File: src/rtl/cnt8_core_if.sv
// rtl/cnt8_core_if.sv - tick, control and count bundle for cnt8_core
interface cnt8_core_if;
   logic       tick_in;
   logic       en;
   logic       dir;
   logic       mode;
   logic       load;
   logic [7:0] load_val;
   logic [7:0] count;
   logic       tc;
   logic       dir_out;

   modport master (
      output tick_in, en, dir, mode, load, load_val,
      input  count, tc, dir_out
   );

   modport slave (
      input  tick_in, en, dir, mode, load, load_val,
      output count, tc, dir_out
   );
endinterface

File: src/rtl/cnt8_core.sv
// rtl/cnt8_core.sv - 8-bit up/down wrap/bounce counter stepped by a synchronised divider tick; CNT8_BCD_EN selects packed-BCD counting
module cnt8_core #(
   parameter logic [7:0] MIN_VAL = 8'h00,
`ifdef CNT8_BCD_EN
   parameter logic [7:0] MAX_VAL = 8'h99,
`else
   parameter logic [7:0] MAX_VAL = 8'hFF,
`endif
   parameter int unsigned SYNC_STAGES = 2
) (
   input logic        clk50m,
   input logic        rst_n,
   cnt8_core_if.slave bus
);

   typedef enum logic [1:0] {S_IDLE, S_UP, S_DOWN} state_t;

   // Limits as signed ints so range checks stay ordinary compares at any limit value
   localparam int MIN_I = int'(MIN_VAL);
   localparam int MAX_I = int'(MAX_VAL);

   logic [SYNC_STAGES-1:0] sync_q;
   logic                   hist_q;
   logic                   step;

   state_t     state_q, state_d;
   logic [7:0] count_q, count_d;
   logic       tc_q, tc_d;
   logic       dir_out_q, dir_out_d;

   logic [7:0] inc_v, dec_v;
   logic       at_max, at_min, inc_hits_max, dec_hits_min;

   function automatic logic [7:0] inc8(input logic [7:0] v);
`ifdef CNT8_BCD_EN
      if (v[3:0] >= 4'd9)
         return {(v[7:4] >= 4'd9) ? 4'd0 : v[7:4] + 4'd1, 4'd0};
      return {v[7:4], v[3:0] + 4'd1};
`else
      return v + 8'd1;
`endif
   endfunction

   function automatic logic [7:0] dec8(input logic [7:0] v);
`ifdef CNT8_BCD_EN
      if (v[3:0] == 4'd0)
         return {(v[7:4] == 4'd0) ? 4'd9 : v[7:4] - 4'd1, 4'd9};
      return {v[7:4], v[3:0] - 4'd1};
`else
      return v - 8'd1;
`endif
   endfunction

   // Loaded values are forced into [MIN_VAL, MAX_VAL]; a malformed BCD code saturates high first
   function automatic logic [7:0] clamp_load(input logic [7:0] v);
      logic [7:0] c;
      c = v;
`ifdef CNT8_BCD_EN
      if (v[7:4] > 4'd9 || v[3:0] > 4'd9)
         c = 8'h99;
`endif
      if (int'(c) < MIN_I)
         c = MIN_VAL;
      else if (int'(c) > MAX_I)
         c = MAX_VAL;
      return c;
   endfunction

   // Synchroniser chain plus history flop for the rising-edge detector
   always_ff @(posedge clk50m or negedge rst_n) begin
      if (!rst_n) begin
         sync_q <= '0;
         hist_q <= 1'b0;
      end else begin
         sync_q <= {sync_q[SYNC_STAGES-2:0], bus.tick_in};
         hist_q <= sync_q[SYNC_STAGES-1];
      end
   end

   assign step = sync_q[SYNC_STAGES-1] & ~hist_q;

   assign inc_v        = inc8(count_q);
   assign dec_v        = dec8(count_q);
   assign at_max       = int'(count_q) >= MAX_I;
   assign at_min       = int'(count_q) <= MIN_I;
   assign inc_hits_max = int'(inc_v) == MAX_I;
   assign dec_hits_min = int'(dec_v) == MIN_I;

   // Next state, next count and terminal-count pulse; load outranks any step
   always_comb begin
      state_d   = state_q;
      count_d   = count_q;
      tc_d      = 1'b0;
      dir_out_d = dir_out_q;

      if (bus.load) begin
         count_d = clamp_load(bus.load_val);
      end else begin
         case (state_q)
            S_IDLE: begin
               if (bus.en)
                  state_d = bus.dir ? S_UP : S_DOWN;
            end
            default: begin
               if (!bus.en) begin
                  state_d = S_IDLE;
               end else if (step) begin
                  if (!bus.mode) begin
                     // Wrap: dir is re-sampled on every step and applies to that step
                     state_d = bus.dir ? S_UP : S_DOWN;
                     if (bus.dir) begin
                        if (at_max) begin
                           count_d = MIN_VAL;
                           tc_d    = 1'b1;
                        end else begin
                           count_d = inc_v;
                        end
                     end else begin
                        if (at_min) begin
                           count_d = MAX_VAL;
                           tc_d    = 1'b1;
                        end else begin
                           count_d = dec_v;
                        end
                     end
                  end else if (state_q == S_UP) begin
                     // Bounce: a count already parked on the limit (after a load) just turns round
                     if (at_max) begin
                        count_d = dec_v;
                        state_d = S_DOWN;
                     end else begin
                        count_d = inc_v;
                        if (inc_hits_max) begin
                           state_d = S_DOWN;
                           tc_d    = 1'b1;
                        end
                     end
                  end else begin
                     if (at_min) begin
                        count_d = inc_v;
                        state_d = S_UP;
                     end else begin
                        count_d = dec_v;
                        if (dec_hits_min) begin
                           state_d = S_UP;
                           tc_d    = 1'b1;
                        end
                     end
                  end
               end
            end
         endcase
      end

      case (state_d)
         S_UP:    dir_out_d = 1'b1;
         S_DOWN:  dir_out_d = 1'b0;
         default: dir_out_d = dir_out_q;
      endcase
   end

   // State, count and registered outputs
   always_ff @(posedge clk50m or negedge rst_n) begin
      if (!rst_n) begin
         state_q   <= S_IDLE;
         count_q   <= MIN_VAL;
         tc_q      <= 1'b0;
         dir_out_q <= 1'b1;
      end else begin
         state_q   <= state_d;
         count_q   <= count_d;
         tc_q      <= tc_d;
         dir_out_q <= dir_out_d;
      end
   end

   assign bus.count   = count_q;
   assign bus.tc      = tc_q;
   assign bus.dir_out = dir_out_q;

endmodule

File: src/flat_wrapper.sv
// flat-port wrapper written by rule: the top's interface ports become plain ports
module cnt8_core_flat 
#(
   parameter logic [7:0] MIN_VAL = 8'h00,

   parameter logic [7:0] MAX_VAL = 8'hFF,

   parameter int unsigned SYNC_STAGES = 2
)
  (clk50m, rst_n, bus_tick_in, bus_en, bus_dir, bus_mode, bus_load, bus_load_val, bus_count, bus_tc, bus_dir_out);
  cnt8_core_if bus_i ();
  input logic clk50m;
  input logic rst_n;
  input wire logic [$bits(bus_i.tick_in)-1:0] bus_tick_in;
  input wire logic [$bits(bus_i.en)-1:0] bus_en;
  input wire logic [$bits(bus_i.dir)-1:0] bus_dir;
  input wire logic [$bits(bus_i.mode)-1:0] bus_mode;
  input wire logic [$bits(bus_i.load)-1:0] bus_load;
  input wire logic [$bits(bus_i.load_val)-1:0] bus_load_val;
  output wire logic [$bits(bus_i.count)-1:0] bus_count;
  output wire logic [$bits(bus_i.tc)-1:0] bus_tc;
  output wire logic [$bits(bus_i.dir_out)-1:0] bus_dir_out;
  assign bus_i.tick_in = bus_tick_in;
  assign bus_i.en = bus_en;
  assign bus_i.dir = bus_dir;
  assign bus_i.mode = bus_mode;
  assign bus_i.load = bus_load;
  assign bus_i.load_val = bus_load_val;
  assign bus_count = bus_i.count;
  assign bus_tc = bus_i.tc;
  assign bus_dir_out = bus_i.dir_out;
  cnt8_core #(.MIN_VAL(MIN_VAL), .MAX_VAL(MAX_VAL), .SYNC_STAGES(SYNC_STAGES)) u_core (.clk50m(clk50m), .rst_n(rst_n), .bus(bus_i));
endmodule
File: config.mk
export PLATFORM = sky130hd
export DESIGN_NAME = cnt8_core_flat
export DESIGN_NICKNAME = d
export VERILOG_FILES = /design/src/rtl/cnt8_core_if.sv /design/src/rtl/cnt8_core.sv /design/src/flat_wrapper.sv
export SDC_FILE = /design/constraint.sdc
export NUM_CORES = 1
export LEC_CHECK = 0
export ABC_AREA = 1
export BUFFER_PORTS_ARGS = -buffer_cell sky130_fd_sc_hd__buf_4
export CORE_ASPECT_RATIO = 0.5
export CORE_MARGIN = 4
export CORE_UTILIZATION = 50
export CTS_CLUSTER_SIZE = 25
export DETAILED_ROUTE_END_ITERATION = 8
export HOLD_SLACK_MARGIN = 0.1
export PLACE_DENSITY = 0.73
export SLEW_MARGIN = 40
export SYNTH_ARGS = -nofsm -noshare
export SYNTH_HDL_FRONTEND = slang
export SYNTH_SLANG_ARGS = --single-unit
File: constraint.sdc
create_clock -name clk50m -period 2.26 [get_ports clk50m]
set_input_delay 0 -clock clk50m [delete_from_list [all_inputs] [get_ports clk50m]]
set_output_delay 0 -clock clk50m [all_outputs]
set_load 0.02 [all_outputs]
==> impl_metrics.yaml, run 1 <==
timing:
  slew_headroom_pct: 73.6
  period_share_pct: 96.9
  tns_ns: 0
  holdWs_ns: 0.104
  setup_viol: 0
  tightest_slew_ns: 0.395
  finalCriticalPeriod_ns: 2.19
  skew_ns: 0.000581
  max_freq_ghz: 0.457
  timing_hold_violations_final: 0
  setup_ws_ns: 0.0709
  maxSlewViolCount: 0
clock_network:
  cts_buffer_depth: 2
  cts_buffers: 3
  htreeDepth: 1
  cts_tree: "built"
  clk_pin_slew_ns: 0.06
  clk_latency_ns: 0.25
  root_buffer: "clkbuf_8"
  numClockSinks: 15
logic_synthesis:
  syn-cell-area_sq_mm: 0.00148
  seq_area_frac_synth_pct: 25.5
  synthFlopType: "dfrtp_1"
  synth_seq_cells: 15
  synth_most_common_cell: "nand2_1"
  synth-edff-count: 0
  syn_area_per_cell_sq_um: 6.18
  yosysWarnings: 0
  yosys-top-cells-area: "dfrtp_1 (24%), nand2_1 (18%), inv_1 (7.9%), nor2_1 (7.4%), nand3_1 (7.1%)"
  yosysTopAreaCellShare_pct: 23.7
  ys_top_cells_by_count: "nand2_1 (72), inv_1 (31), nor2_1 (29), nand3_1 (21)"
  async_flop_share_pct: 100
  synth_nets: 260
  synth_top_area_cell: "dfrtp_1"
  synth_cells: 239
  ys_types: 31
power_and_ir_drop:
  ir_drop_v: 0.000558
  p_leak_nw: 1.03
  power_mw: 1.24
  power.density_mw_per_mm2: 612
worst_setup_path:
  cp_max_fo: 5
  crit_family: "simple AND/OR/NAND/NOR gates"
  crit_path_frequent_cell: "nand2_1"
  r2r_cells: 16
  critPathKind: "reg -> reg"
  cp.buffers_inverters: 2
  path_depth: 16
  end_kind: "register"
  slowest_delay_ns: 0.42
  crit_required_ns: 2.45
  cp_slowest_cell: "dfrtp_1"
  cp-start-kind: "register"
  crit_arrival_ns: 2.38
  crit_chain: "buf_4 -> buf_4 -> ha_1 -> nand3_1 -> nor2_1 -> nand2_1 -> nor2_1 -> nand3_2 -> nand3_1 -> nand2_1 -> nand2_1 -> nand2_1 -> nand2_1 -> ha_1 -> nand2_1 -> o21ai_1"
cells_and_area:
  fill_cells: 214
  fin_cells: 323
  layout.nets: 308
  ff_latch_area_sq_um: 378
  multi_input_area_sq_mm: 0.00102
  area_growth_pct: 36.9
  final_layout_size_suffix_gt1_share_pct: 23.8
  fin_util_pct: 74.9
  antenna_cells: 0
  design_area_sq_mm: 0.00202
global_routing:
  overflow: 0
  antenna_found_initial: 0
  grt_pass1_vias: 1567
  grt_max_degree: 16
  grt_pass1_wl_mm: 7.72
  grt_usage_pct: 25.9
floorplan:
  design.portCount: 25
  initial_core_util_pct: 54.7
  die_area_sq_mm: 0.00394
  die_w_microns: 84.9
  dieHeight_microns: 46.4
  rows: 13
  core_area_sq_mm: 0.00270
route:
  first_pass_iters: 7
  first_iter_violations: 177
  wl_per_cell_microns: 15.7
  num_vias: 1805
  wirelength_mm: 5.07
  drcViolationCount: 0
  via_per_inst: 5.59
  drt.antenna.violating_nets: 0
placement:
  post-place-ws_ns: -0.0125
  dp_cells: 301
  port-buffer-count: 24
  place.gp.congestion: 0.956
  place_area_sq_mm: 0.00172
  dp_hpwl_mm: 3.51
hold_path:
  holdPathStages: 5
  min_path_type: "in -> reg"
run:
  drv_cap: 0
status:
  status: "finished, final reports clean"
-- path summary, 6_finish.rpt --
| path | slack (ns) | to | startpoint |
|---|---|---|---|
| worst max-delay path | 0.07 | u_core.bus.dir_out$_DFFE_PN1P_ | u_core.bus.count[1]$_DFFE_PN0P_ |
| min in group asynchronous | 0.13 | u_core.bus.tc$_DFF_PN0_ | rst_n |
| worst min-delay path | 0.10 | u_core.bus.count[5]$_DFFE_PN0P_ | bus_load_val[5] |
| worst max register to register | 0.07 | u_core.bus.dir_out$_DFFE_PN1P_ | u_core.bus.count[1]$_DFFE_PN0P_ |
| worst min register to register | 0.35 | u_core.sync_q[1]$_DFF_PN0_ | u_core.sync_q[0]$_DFF_PN0_ |
| max in group asynchronous | 1.89 | u_core.bus.dir_out$_DFFE_PN1P_ | rst_n |
-- per-layer routing --
| layer | share of wire, % | up-vias | global-route usage [%] |
|---|---|---|---|
| li1 | - | 856 | - |
| met1 | 41 | 806 | 36.0 |
| met2 | 42 | 124 | 40.7 |
| met3 | 15 | 19 | 7.32 |
| met4 | 2.1 | 0 | 5.05 |
| met5 | 0 | - | 0 |
-- kinds of logic (layout without fill, tap and decap cells) --
family | after synthesis | after routing | synth area share, %
flip-flops | 15 | 15 | 25.5
AND/OR/NAND/NOR | 140 | 140 | 42.2
adder cells (fa/ha/maj) | 6 | 6 | 5.08
buffers and inverters | 39 | 86 | 11.2
AO/OA/AOI/OAI | 35 | 35 | 13.7
XOR/XNOR | 4 | 4 | 2.37
-- worst register-to-register path, delay by kind of cell, from the launching register on --
family / cells / cell delay (ns)
buf+inv: 2 / 0.31
compound gates: 1 / 0.05
flops: 1 / 0.42
simple gates: 11 / 0.93
fa+ha+maj: 2 / 0.42
-- registers in the layout (all words and copies together), names as in the netlist --
| name | flops |
|---|---|
| u_core.bus.count | 8 |
| u_core.bus.dir_out | 1 |
| u_core.bus.tc | 1 |
| u_core.hist_q | 1 |
| u_core.state_q | 2 |
| u_core.sync_q | 2 |
-- timing repair --
action,CTS,global route
resized for setup,0,23
pin swaps,1,4
endpoints found under the hold margin,23,0
buffers inserted,2,2
endpoints found under the setup margin,1,2
hold buffers,14,0
-- area by class of cell --
| class | instances | area share, % |
|---|---|---|
| clock inverters | 1 | 0.371 |
| clock buffers | 3 | 2.04 |
| well taps | 37 | 2.29 |
| flip-flops and latches | 15 | 18.7 |
| multi-input cells | 185 | 50.4 |
| repair buffers | 49 | 20.1 |
| inverters | 33 | 6.12 |
-- power breakdown --
part | leakage, nW | switching [mW] | internal [mW]
clock network | 0.0217 | 0.104 | 0.124
logic | 0.828 | 0.377 | 0.249
registers | 0.181 | 0.0679 | 0.315
total | 1.03 | 0.549 | 0.689
-- cell usage in the layout (no fill, tap or decap), types with 2 or more instances in the layout --
cell | netlist | layout
nand2_2 | 3 | 5
a22oi_1 | 4 | 4
nor2_4 | 2 | 4
buf_4 | 3 | 34
nand2_1 | 72 | 69
dlygate4sd3_1 | 0 | 14
dfrtp_1 | 14 | 13
nand2_4 | 2 | 3
ha_1 | 6 | 4
nand4_1 | 4 | 4
o211ai_1 | 3 | 3
o21ai_1 | 2 | 3
nand3b_1 | 2 | 2
nor2_1 | 29 | 24
clkbuf_8 | 0 | 3
nand3_1 | 21 | 18
xor2_1 | 3 | 2
o21ai_0 | 14 | 13
nor2_2 | 2 | 5
nand3_2 | 1 | 4
inv_1 | 31 | 31
a21oi_1 | 9 | 8
Note: power is estimated with default switching activity, not from simulation.
==> run 2: changes to the inputs <==
PLACE_DENSITY = 0.72   (was 0.73)
==> impl_metrics.yaml, run 2 (synthesized netlist as in run 1, its figures left out) <==
timing:
  setup_viol: 0
  slew_headroom_pct: 72.0
  maxSlewViolCount: 0
  timing_hold_violations_final: 0
  tns_ns: 0
  holdWs_ns: 0.122
  tightest_slew_ns: 0.419
  finalCriticalPeriod_ns: 2.15
  period_share_pct: 95.0
  setup_ws_ns: 0.112
  skew_ns: 0.00247
  max_freq_ghz: 0.466
cells_and_area:
  design_area_sq_mm: 0.00203
  antenna_cells: 0
  layout.nets: 310
  final_layout_size_suffix_gt1_share_pct: 22.9
  fin_util_pct: 75.2
  largest_reg_flops: 8
  fin_cells: 325
  final_cell_mix: "nand2_1 (70), buf_4 (32), inv_1 (29), nor2_1 (26), nand3_1 (19)"
  fill_cells: 222
  area_growth_pct: 37.3
  final_common_cell: "nand2_1"
power_and_ir_drop:
  ir_drop_v: 0.000595
  internal_power_mw: 0.689
  p_leak_nw: 1.03
  power_mw: 1.23
  p_seq_share_pct: 31.0
  switchingPower_mw: 0.546
  power_frac_comb_pct: 50.3
  power.density_mw_per_mm2: 608
  sw_frac_of_total_pct: 44.2
  pwr-share-clk_pct: 18.7
route:
  drcViolationCount: 0
  wirelength_mm: 5.12
  num_vias: 1838
  drt.antenna.violating_nets: 0
  wl_per_cell_microns: 15.7
  first_pass_iters: 5
  via_per_inst: 5.66
  first_iter_violations: 261
clock_network:
  clk_latency_ns: 0.25
  cts_buffer_depth: 2
  cts_buffers: 3
  root_buffer: "clkbuf_8"
  numClockSinks: 15
  clk_pin_slew_ns: 0.07
  htreeDepth: 1
  cts_tree: "built"
worst_setup_path:
  slowest_delay_ns: 0.44
  crit_chain: "ha_1 -> nand2_2 -> nor2_4 -> nand2_1 -> nand2_1 -> nand2_1 -> nor2_1 -> nand3_2 -> nand3_2 -> nand2_2 -> a21oi_2 -> ha_1 -> o21ai_0"
  crit_path_frequent_cell: "nand2_1"
  end_kind: "register"
  cp.buffers_inverters: 0
  critPathKind: "reg -> reg"
  crit_arrival_ns: 2.33
  cp_slowest_cell: "dfrtp_2"
  crit_family: "simple AND/OR/NAND/NOR gates"
  crit_required_ns: 2.44
  cp-start-kind: "register"
  cp_max_fo: 6
global_routing:
  overflow: 0
  antenna_found_initial: 0
  grt_max_degree: 16
  grt_pass1_vias: 1593
  grt_usage_pct: 26.8
  grt_pass1_wl_mm: 7.97
placement:
  place_area_sq_mm: 0.00173
  port-buffer-count: 24
  dp_cells: 303
  place.gp.congestion: 0.988
  post-place-ws_ns: 0.0464
  dp_hpwl_mm: 3.56
floorplan:
  die_w_microns: 84.9
  dieHeight_microns: 46.4
  core_area_sq_mm: 0.00270
  die_area_sq_mm: 0.00394
  initial_core_util_pct: 54.7
  rows: 13
  design.portCount: 25
run:
  drv_cap: 0
status:
  status: "finished, final reports clean"
hold_path:
  min_path_type: "in -> reg"
-- run 2: cell count changes in the layout (fill, tap and decap cells not counted), sizes merged --
cell,previous run,this run
buf,35,33
dlygate4sd3,14,18
-- run 2: cell type report --
| cell class | instances | area [sq um] | share of cell area, % |
|---|---|---|---|
| Clock inverter | 1 | 7.51 | 0.370 |
| Inverter | 33 | 124 | 6.10 |
| Clock buffer | 3 | 41.3 | 2.03 |
| Multi-Input combinational cell | 185 | 997 | 49.1 |
| Timing Repair Buffer | 51 | 432 | 21.3 |
| Tap cell | 37 | 46.3 | 2.28 |
| Sequential cell | 15 | 382 | 18.8 |
-- run 2: path summary, 6_finish.rpt --
| check | slack (ns) | start | to | cells past startpoint |
|---|---|---|---|---|
| hold / removal | 0.12 | bus_load_val[2] | u_core.bus.count[2]$_DFFE_PN0P_ | 5 |
| setup reg to reg | 0.11 | u_core.bus.count[1]$_DFFE_PN0P_ | u_core.bus.dir_out$_DFFE_PN1P_ | 13 |
| hold reg to reg | 0.36 | u_core.sync_q[0]$_DFF_PN0_ | u_core.sync_q[1]$_DFF_PN0_ | 0 |
| setup / recovery | 0.11 | u_core.bus.count[1]$_DFFE_PN0P_ | u_core.bus.dir_out$_DFFE_PN1P_ | 13 |
| min in group asynchronous | 0.14 | rst_n | u_core.bus.tc$_DFF_PN0_ | 2 |
| max in group asynchronous | 1.87 | rst_n | u_core.bus.dir_out$_DFFE_PN1P_ | 2 |
-- run 2: repair_timing --
action,4_1_cts,5_1_grt
hold buffers,18,0
buffers inserted,0,0
hold endpoints to repair,25,0
gates resized for setup,0,21
endpoints found under the setup margin,0,1
-- run 2: routing by layer --
layer,GRT usage [%],share of wire [%],vias to the layer above
met5,0,0,-
li1,-,-,865
met4,7.26,1.7,0
met2,42.9,43,132
met1,36.9,43,828
met3,6.43,13,13
-- run 2: worst register-to-register path: stages (launching register included) --
cell and delay (ns):
dfrtp_2 0.44, ha_1 0.22, nand2_2 0.10, nor2_4 0.13
nand2_1 0.06, nand2_1 0.05, nand2_1 0.07, nor2_1 0.12
nand3_2 0.14, nand3_2 0.10, nand2_2 0.06, a21oi_2 0.17
ha_1 0.25, o21ai_0 0.15
-- run 2: power by group through the flow --
stage	clock (mW)	combinational (mW)	sequential (mW)
floorplan	0	0.338	0.394
global placement	0	0.537	0.373
CTS	0.239	0.572	0.372
detailed placement	0	0.539	0.376
global route	0.247	0.676	0.389
finish	0.231	0.621	0.383
==> run 3: changes to the inputs <==
clock period = 2.1 ns   (was 2.26 ns; I/O delays follow)
==> impl_metrics.yaml, run 3 (synthesized netlist as in run 1, its figures left out) <==
worst_setup_path:
  critPathKind: "reg -> reg"
  cp-start-kind: "register"
  cp_max_fo: 6
  end_kind: "register"
  crit_required_ns: 2.28
  crit_arrival_ns: 2.31
timing:
  maxSlewViolCount: 0
  tightest_slew_ns: 0.367
  timing_hold_violations_final: 0
  setup_viol: 1
  finalCriticalPeriod_ns: 2.13
  slew_headroom_pct: 75.6
  holdWs_ns: 0.101
  rsz0062_at_grt: "true"
  max_freq_ghz: 0.470
  setup_ws_ns: -0.0283
  period_share_pct: 101
  skew_ns: 0.00521
status:
  status: "complete, but fails checks"
  violations: "setup timing"
placement:
  post-place-ws_ns: -0.129
  place.gp.congestion: 0.964
  port-buffer-count: 24
  dp_hpwl_mm: 3.74
  dp_cells: 314
route:
  wl_per_cell_microns: 17.8
  first_iter_violations: 320
  drt.antenna.violating_nets: 0
  via_per_inst: 5.71
  drcViolationCount: 0
  num_vias: 1965
  first_pass_iters: 5
  wirelength_mm: 6.13
global_routing:
  antenna_found_initial: 0
  grt_pass1_wl_mm: 7.96
  overflow: 0
  grt_max_degree: 16
  grt_pass1_vias: 1588
  grt_usage_pct: 26.8
clock_network:
  clk_latency_ns: 0.25
  cts_buffers: 3
  clk_pin_slew_ns: 0.07
  htreeDepth: 1
  cts_buffer_depth: 2
  root_buffer: "clkbuf_8"
  numClockSinks: 15
  cts_tree: "built"
floorplan:
  rows: 13
  initial_core_util_pct: 54.7
  dieHeight_microns: 46.4
  core_area_sq_mm: 0.00270
  die_w_microns: 84.9
  die_area_sq_mm: 0.00394
  design.portCount: 25
cells_and_area:
  largest_reg_flops: 8
  final_common_cell: "nand2_1"
  fill_cells: 143
  area_growth_pct: 56.6
  layout.nets: 329
  fin_cells: 344
  fin_util_pct: 85.7
  final_cell_mix: "nand2_1 (65), buf_4 (51), inv_1 (28), nor2_1 (22), dlygate4sd3_1 (16)"
  final_layout_size_suffix_gt1_share_pct: 34.9
  multi_input_area_sq_mm: 0.00114
  ff_latch_area_sq_um: 383
  antenna_cells: 0
run:
  drv_cap: 0
power_and_ir_drop:
  ir_drop_v: 0.000526
  power_mw: 1.52
  power.density_mw_per_mm2: 658
  p_leak_nw: 1.14
hold_path:
  min_path_type: "in -> reg"
[run 3: cell count changes in the layout (fill, tap and decap cells not counted), sizes merged]
cell,delta
dlygate4sd3,-2
buf,+21
[run 3: routing by layer]
metal,up-vias,share of wire (%),global-route usage (%)
met3,31,12,9.29
met2,139,44,44.3
met5,-,0,0
li1,902,-,-
met1,893,41,35.9
met4,0,3.5,2.21
[run 3: timing repair]
action                     in CTS  in global routing
gates resized for setup         5                 46
hold buffers                   16                  0
setup endpoints to repair       1                  3
pin swaps                       3                 21
buffers inserted                1                  9
cloned                          0                  0
hold endpoints to repair       25                  0
[run 3: final cells by class]
| cell class | count | share of cell area (%) |
|---|---|---|
| well taps | 37 | 2.00 |
| clock buffers | 3 | 1.78 |
| repair buffers | 70 | 24.9 |
| clock inverters | 1 | 0.324 |
| multi-input cells | 185 | 49.1 |
| inverters | 33 | 5.35 |
| flip-flops and latches | 15 | 16.5 |
[run 3: per-stage QoR]
step	TNS [ns]	instance area, sq um
floorplan	0	1480
global placement	-0.0152	1820
detailed placement	-0.129	1820
CTS	0	2040
global route	-0.123	2310
finish	-0.0283	2310
[run 3: worst max-delay path, cell delays in order, from the launching register on]
cell	delay, ns
dfrtp_2	0.44
inv_2	0.10
buf_6	0.15
ha_1	0.16
nand3_2	0.10
nor2_4	0.18
buf_4	0.15
nor2_1	0.04
nand2_1	0.09
nand3_2	0.07
nand2_2	0.08
a21oi_2	0.06
ha_1	0.30
o21ai_1	0.14
[run 3: power by group]
group	switching, mW	internal (mW)	total, mW
clock network	0.111	0.133	0.244
logic	0.497	0.368	0.865
registers	0.0730	0.341	0.414
total	0.681	0.843	1.52
[run 3: path summary, 6_finish.rpt]
check | from | to | slack (ns) | depth (start not counted)
worst max-delay path | u_core.bus.count[0]$_DFFE_PN0P_ | u_core.bus.dir_out$_DFFE_PN1P_ | -0.03 | 13
max in group asynchronous | rst_n | u_core.bus.dir_out$_DFFE_PN1P_ | 1.71 | 2
worst max register to register | u_core.bus.count[0]$_DFFE_PN0P_ | u_core.bus.dir_out$_DFFE_PN1P_ | -0.03 | 13
worst min-delay path | bus_load_val[2] | u_core.bus.count[2]$_DFFE_PN0P_ | 0.10 | 5
min in group asynchronous | rst_n | u_core.bus.count[6]$_DFFE_PN0P_ | 0.14 | 2
worst min register to register | u_core.sync_q[0]$_DFF_PN0_ | u_core.sync_q[1]$_DFF_PN0_ | 0.35 | 0
